===== config.mk =====
export PLATFORM = sky130hd
export DESIGN_NAME = uart_tx_unit
export DESIGN_NICKNAME = d
export VERILOG_FILES = /design/src/rtl/uart_tx_unit.sv
export SDC_FILE = /design/constraint.sdc
export NUM_CORES = 1
export LEC_CHECK = 0
export ABC_CLOCK_PERIOD_IN_PS = 5700
export BUFFER_PORTS_ARGS = -buffer_cell sky130_fd_sc_hd__buf_2
export CAP_MARGIN = 30
export CELL_PAD_IN_SITES_DETAIL_PLACEMENT = 1
export CELL_PAD_IN_SITES_GLOBAL_PLACEMENT = 1
export CORE_AREA = 2 2 74 76
export DETAILED_ROUTE_END_ITERATION = 12
export DIE_AREA = 0 0 76 78
export PLACE_DENSITY = 0.62
export SYNTH_ARGS = -nofsm -noshare
export SYNTH_HDL_FRONTEND = slang
export SYNTH_SLANG_ARGS = --single-unit

===== constraint.sdc =====
create_clock -name clock -period 5.7 [get_ports clock]
set_clock_uncertainty 0.1 [all_clocks]
set_input_delay 1.14 -clock clock [delete_from_list [all_inputs] [get_ports clock]]
set_output_delay 1.14 -clock clock [all_outputs]
set_load 0.03 [all_outputs]

===== src/rtl/uart_tx_unit.sv =====
// uart_tx_unit: 8-bit async UART transmitter (start, 8 data LSB first, optional parity, 1-2 stop) with dataSent ack pulse, busy flag and frame counter
module uart_tx_unit #(
  parameter int CLKS_PER_BIT = 868,
  parameter int PARITY       = 0,
  parameter int STOP_BITS    = 1
) (
  input  logic       clock,
  input  logic       reset,
  input  logic [7:0] dataToSend,
  input  logic       writeFlag,
  input  logic       notStartTrans,
  output logic       tx,
  output logic       dataSent,
  output logic       txBusy,
  output logic [7:0] sentCount
);
  localparam int CW = $clog2(CLKS_PER_BIT);
  localparam logic PAR_EN = (PARITY == 1) || (PARITY == 2);
  localparam logic PAR_ODD = PARITY == 2;
  localparam logic [2:0] LAST_STOP = (STOP_BITS == 2) ? 3'd1 : 3'd0;
  localparam logic [CW-1:0] CNT_MAX = CW'(CLKS_PER_BIT - 1);
  typedef enum logic [2:0] {IDLE, START, DATA, PAR, STOP, DONE} state_t;
  state_t state_q, state_d;
  logic [CW-1:0] cnt_q, cnt_d;
  logic [2:0] idx_q, idx_d;
  logic [7:0] data_q, data_d;
  logic [7:0] count_q, count_d;
  logic tx_q, tx_d;
  logic sent_q, sent_d;
  logic busy_q, busy_d;
  logic last;
  always_comb begin
    last = cnt_q == CNT_MAX;
    state_d = state_q;
    cnt_d = (state_q == IDLE || state_q == DONE || last) ? '0 : cnt_q + CW'(1);
    idx_d = idx_q;
    data_d = data_q;
    count_d = count_q;
    tx_d = tx_q;
    sent_d = 1'b0;
    busy_d = busy_q;
    case (state_q)
      IDLE: begin
        tx_d = 1'b1;
        if (writeFlag && !notStartTrans) begin
          state_d = START;
          data_d = dataToSend;
          tx_d = 1'b0;
          busy_d = 1'b1;
        end
      end
      START: if (last) begin
        state_d = DATA;
        idx_d = 3'd0;
        tx_d = data_q[0];
      end
      DATA: if (last) begin
        idx_d = (idx_q == 3'd7) ? 3'd0 : idx_q + 3'd1;
        state_d = (idx_q != 3'd7) ? DATA : PAR_EN ? PAR : STOP;
        tx_d = (idx_q != 3'd7) ? data_q[idx_q + 3'd1] : PAR_EN ? (^data_q) ^ PAR_ODD : 1'b1;
      end
      PAR: if (last) begin
        state_d = STOP;
        tx_d = 1'b1;
      end
      STOP: if (last) begin
        idx_d = (idx_q == LAST_STOP) ? 3'd0 : idx_q + 3'd1;
        state_d = (idx_q == LAST_STOP) ? DONE : STOP;
        sent_d = idx_q == LAST_STOP;
        count_d = (idx_q == LAST_STOP) ? count_q + 8'd1 : count_q;
      end
      DONE: begin
        state_d = IDLE;
        tx_d = 1'b1;
        busy_d = 1'b0;
      end
      default: state_d = IDLE;
    endcase
  end
  always_ff @(posedge clock) begin
    if (reset) begin
      state_q <= IDLE;
      cnt_q <= '0;
      idx_q <= 3'd0;
      data_q <= 8'd0;
      count_q <= 8'd0;
      tx_q <= 1'b1;
      sent_q <= 1'b0;
      busy_q <= 1'b0;
    end else begin
      state_q <= state_d;
      cnt_q <= cnt_d;
      idx_q <= idx_d;
      data_q <= data_d;
      count_q <= count_d;
      tx_q <= tx_d;
      sent_q <= sent_d;
      busy_q <= busy_d;
    end
  end
  assign tx = tx_q;
  assign dataSent = sent_q;
  assign txBusy = busy_q;
  assign sentCount = count_q;
endmodule


==> impl_results.md <==
* DR iter-0 viols at 48
* Setup-failing EPs final at 0
* Yosys cell types at 42
* Req. time, crit path at 5.80 ns
* Layout area overhead at 14.40%
* Grt met1 use at 0.1665
* Leakage at 0.7017 nW
* Hold Vio Cnt, Final at 0
* Setup_tns at 0 ns
* Yosys top cell area share at 0.4073
* Avg Cell Area, Syn at 8.868 um^2
* Crit. End Element: register
* Routability cong. at 0.7758
* FMAX at 411.2 MHz
* WL final at 3982 um
* Detailed Routing Iterations Pass 1 at 4
* M3 GR Usage at 0.03605
* Initial antenna violation count at 0
* Core Box Area at 5042 um^2
* Area leader, netlist: dfxtp_1
* Hold_buf cts at 0
* Initial Utilization at 0.3412
* PortBufs at 22
* TritonCTS clock tree: done
* Die Wd at 76 um
* H-tree levels at 2
* Detail Route Antenna Nets at 0
* Root Buffer: clkbuf_8
* Worst hold path type: reg -> reg
* Least-Margin Pin Slew at 0.5909 ns
* Vias in the first global route at 1481
* Overflow after GRT at 0
* CP Data Arrival Time at 2.54 ns
* Core Util, Final at 0.3903
* # rows at 26
* Cell count after synthesis at 194
* Drt wl/cell at 14.02 um
* Minimum clock period at 2.432 ns
* Tot GR Track Use at 0.1441
* Die Ht at 78 um
* Post-CTS sizing at 0
* # diodes at 0
* Synth area leaders: dfxtp_1 (41%), mux2i_1 (7.0%), nor2_1 (5.5%), ha_1 (3.6%), xnor2_1 (3.6%)
* Met2 Usage GRT at 0.2554
* Outcome: finished clean
* Max Root-Sink Buffers at 2
* # DRC at 0
* Vias at 1460
* Pin count of the biggest net entering global routing at 29
* TritonCTS Sinks at 35
* Sequential area share after synthesis at 0.4073
* Final Cycle Share at 0.4266
* Most frequent cells in the layout: dfxtp_1 (35), nor2_1 (25), buf_2 (22)
* IO Count at 23
* Clock transition at path regs at 0.07 ns
* Most common library cell in the layout ignoring fill and taps: dfxtp_1
* Synth Register Bits at 35
* Avg Vias per Cell at 5.141
* Synth warn at 0
* Die area at 5928 um^2
* CP startpoint kind: register
* Mapped Area at 1720 um^2
* Max cap viols at 0
* RSZ-0062 raised after global routing: false
* Total power divided by cell area at 235.1 nW/um^2
* CTS Buf Count at 5
* Critical path class: reg -> reg
* Peak supply drop at 0.1062 mV
* Critical path peak fanout at 26
* Slew Viols, Final at 0
* Post-DP HPWL at 2941 um
* First-pass GRT wire length at 6851 um
* Setup bufs post-CTS at 0
* Worst skew pair latency at 0.29 ns
* Slew HR at 0.6051
* Busiest grt layer: met2
* Layout cells sized above 1 at 0.1776
* Synthesized Nets at 211
* Nets@finish at 230
[metal layers]
metal	vias to the layer above	share of wire
met5	-	0
met4	0	0.014
met3	5	0.034
met2	24	0.50
met1	706	0.45
li1	725	-
[stage by stage]
step	total power [mW]	setup WS [ns]	cells	instance area, um^2	hold WS (ns)
floorplan	0.2831	3.538	194	1720	0.3298
global placement	0.2919	2.859	275	1876	0.3480
detailed placement	0.2945	3.100	276	1883	0.3574
CTS	0.4697	3.239	284	1968	0.3750
global route	0.4889	3.064	284	1968	0.3907
finish	0.4627	3.268	284	1968	0.3672
[report_power, final]
group | switching, mW | total (mW) | internal, mW
sequential | 0.00564 | 0.256 | 0.250
clock | 0.0890 | 0.174 | 0.0853
combinational | 0.0184 | 0.0328 | 0.0144
[critical path, stage by stage (launching register included)]
cell and delay, ns:
dfxtp_1 0.38, ha_1 0.22, nor3b_2 0.24, nand4_2 0.51, or4_4 0.71, o31ai_2 0.18
[logic make-up after synthesis]
group                    count (synthesis)  synth area share
flip-flops                              35            0.4073
AND/OR/NAND/NOR                         76            0.2414
adder cells (fa/ha/maj)                  5           0.03636
AO/OA/AOI/OAI                           38            0.1426
buffers and inverters                   18           0.04364
XOR/XNOR                                 9           0.04582
multiplexers                            13           0.08291
[state kept, by name (all words and copies together), names as in the netlist]
register   count
tx             1
dataSent       1
txBusy         1
idx_q          3
state_q        3
data_q         8
sentCount      8
cnt_q         10
[path summary, 6_finish.rpt]
check	from	end	slack [ns]	cells past startpoint
setup / recovery	cnt_q[0]$_SDFF_PP0_	idx_q[0]$_SDFFE_PP0P_	3.27	5
hold / removal	cnt_q[0]$_SDFF_PP0_	cnt_q[0]$_SDFF_PP0_	0.37	1
setup reg to reg	cnt_q[0]$_SDFF_PP0_	idx_q[0]$_SDFFE_PP0P_	3.27	5
hold reg to reg	cnt_q[0]$_SDFF_PP0_	cnt_q[0]$_SDFF_PP0_	0.37	1
[final cells by class]
type | count | area, um^2
clock inverter | 2 | 12.51
inverter | 7 | 26.28
fill | 630 | 3074
multi-input combinational | 141 | 950.9
timing repair buffer | 23 | 117.6
sequential | 35 | 700.7
clock buffer | 6 | 72.57
tap | 70 | 87.58
[cell usage after synthesis (all sizes together)]
| cell | instances |
|---|---|
| dfxtp | 35 |
| a21boi | 1 |
| ha | 5 |
| mux2i | 12 |
| xor2 | 2 |
| nor2 | 25 |
| a21bo | 1 |
| clkbuf | 4 |
| o221ai | 1 |
| o22a | 1 |
| nand2b | 5 |
| o32ai | 1 |
| or2 | 1 |
| xnor2 | 7 |
| inv | 7 |
| nand4 | 2 |
| nand3b | 1 |
| a21oi | 12 |
| or4 | 6 |
| nand2 | 8 |
| nor3 | 5 |
| buf | 7 |
| nor2b | 2 |
| nor3b | 1 |
| a22oi | 1 |
| and3 | 2 |
| a311o | 1 |
| and3b | 1 |
| nor4 | 2 |
| a211o | 1 |
| mux4 | 1 |
| o211a | 1 |
| o21ai | 11 |
| o31ai | 6 |
| nand3 | 9 |
| and4bb | 1 |
| or3 | 4 |
| nand4b | 1 |
Note: power is estimated with default switching activity, not from simulation.
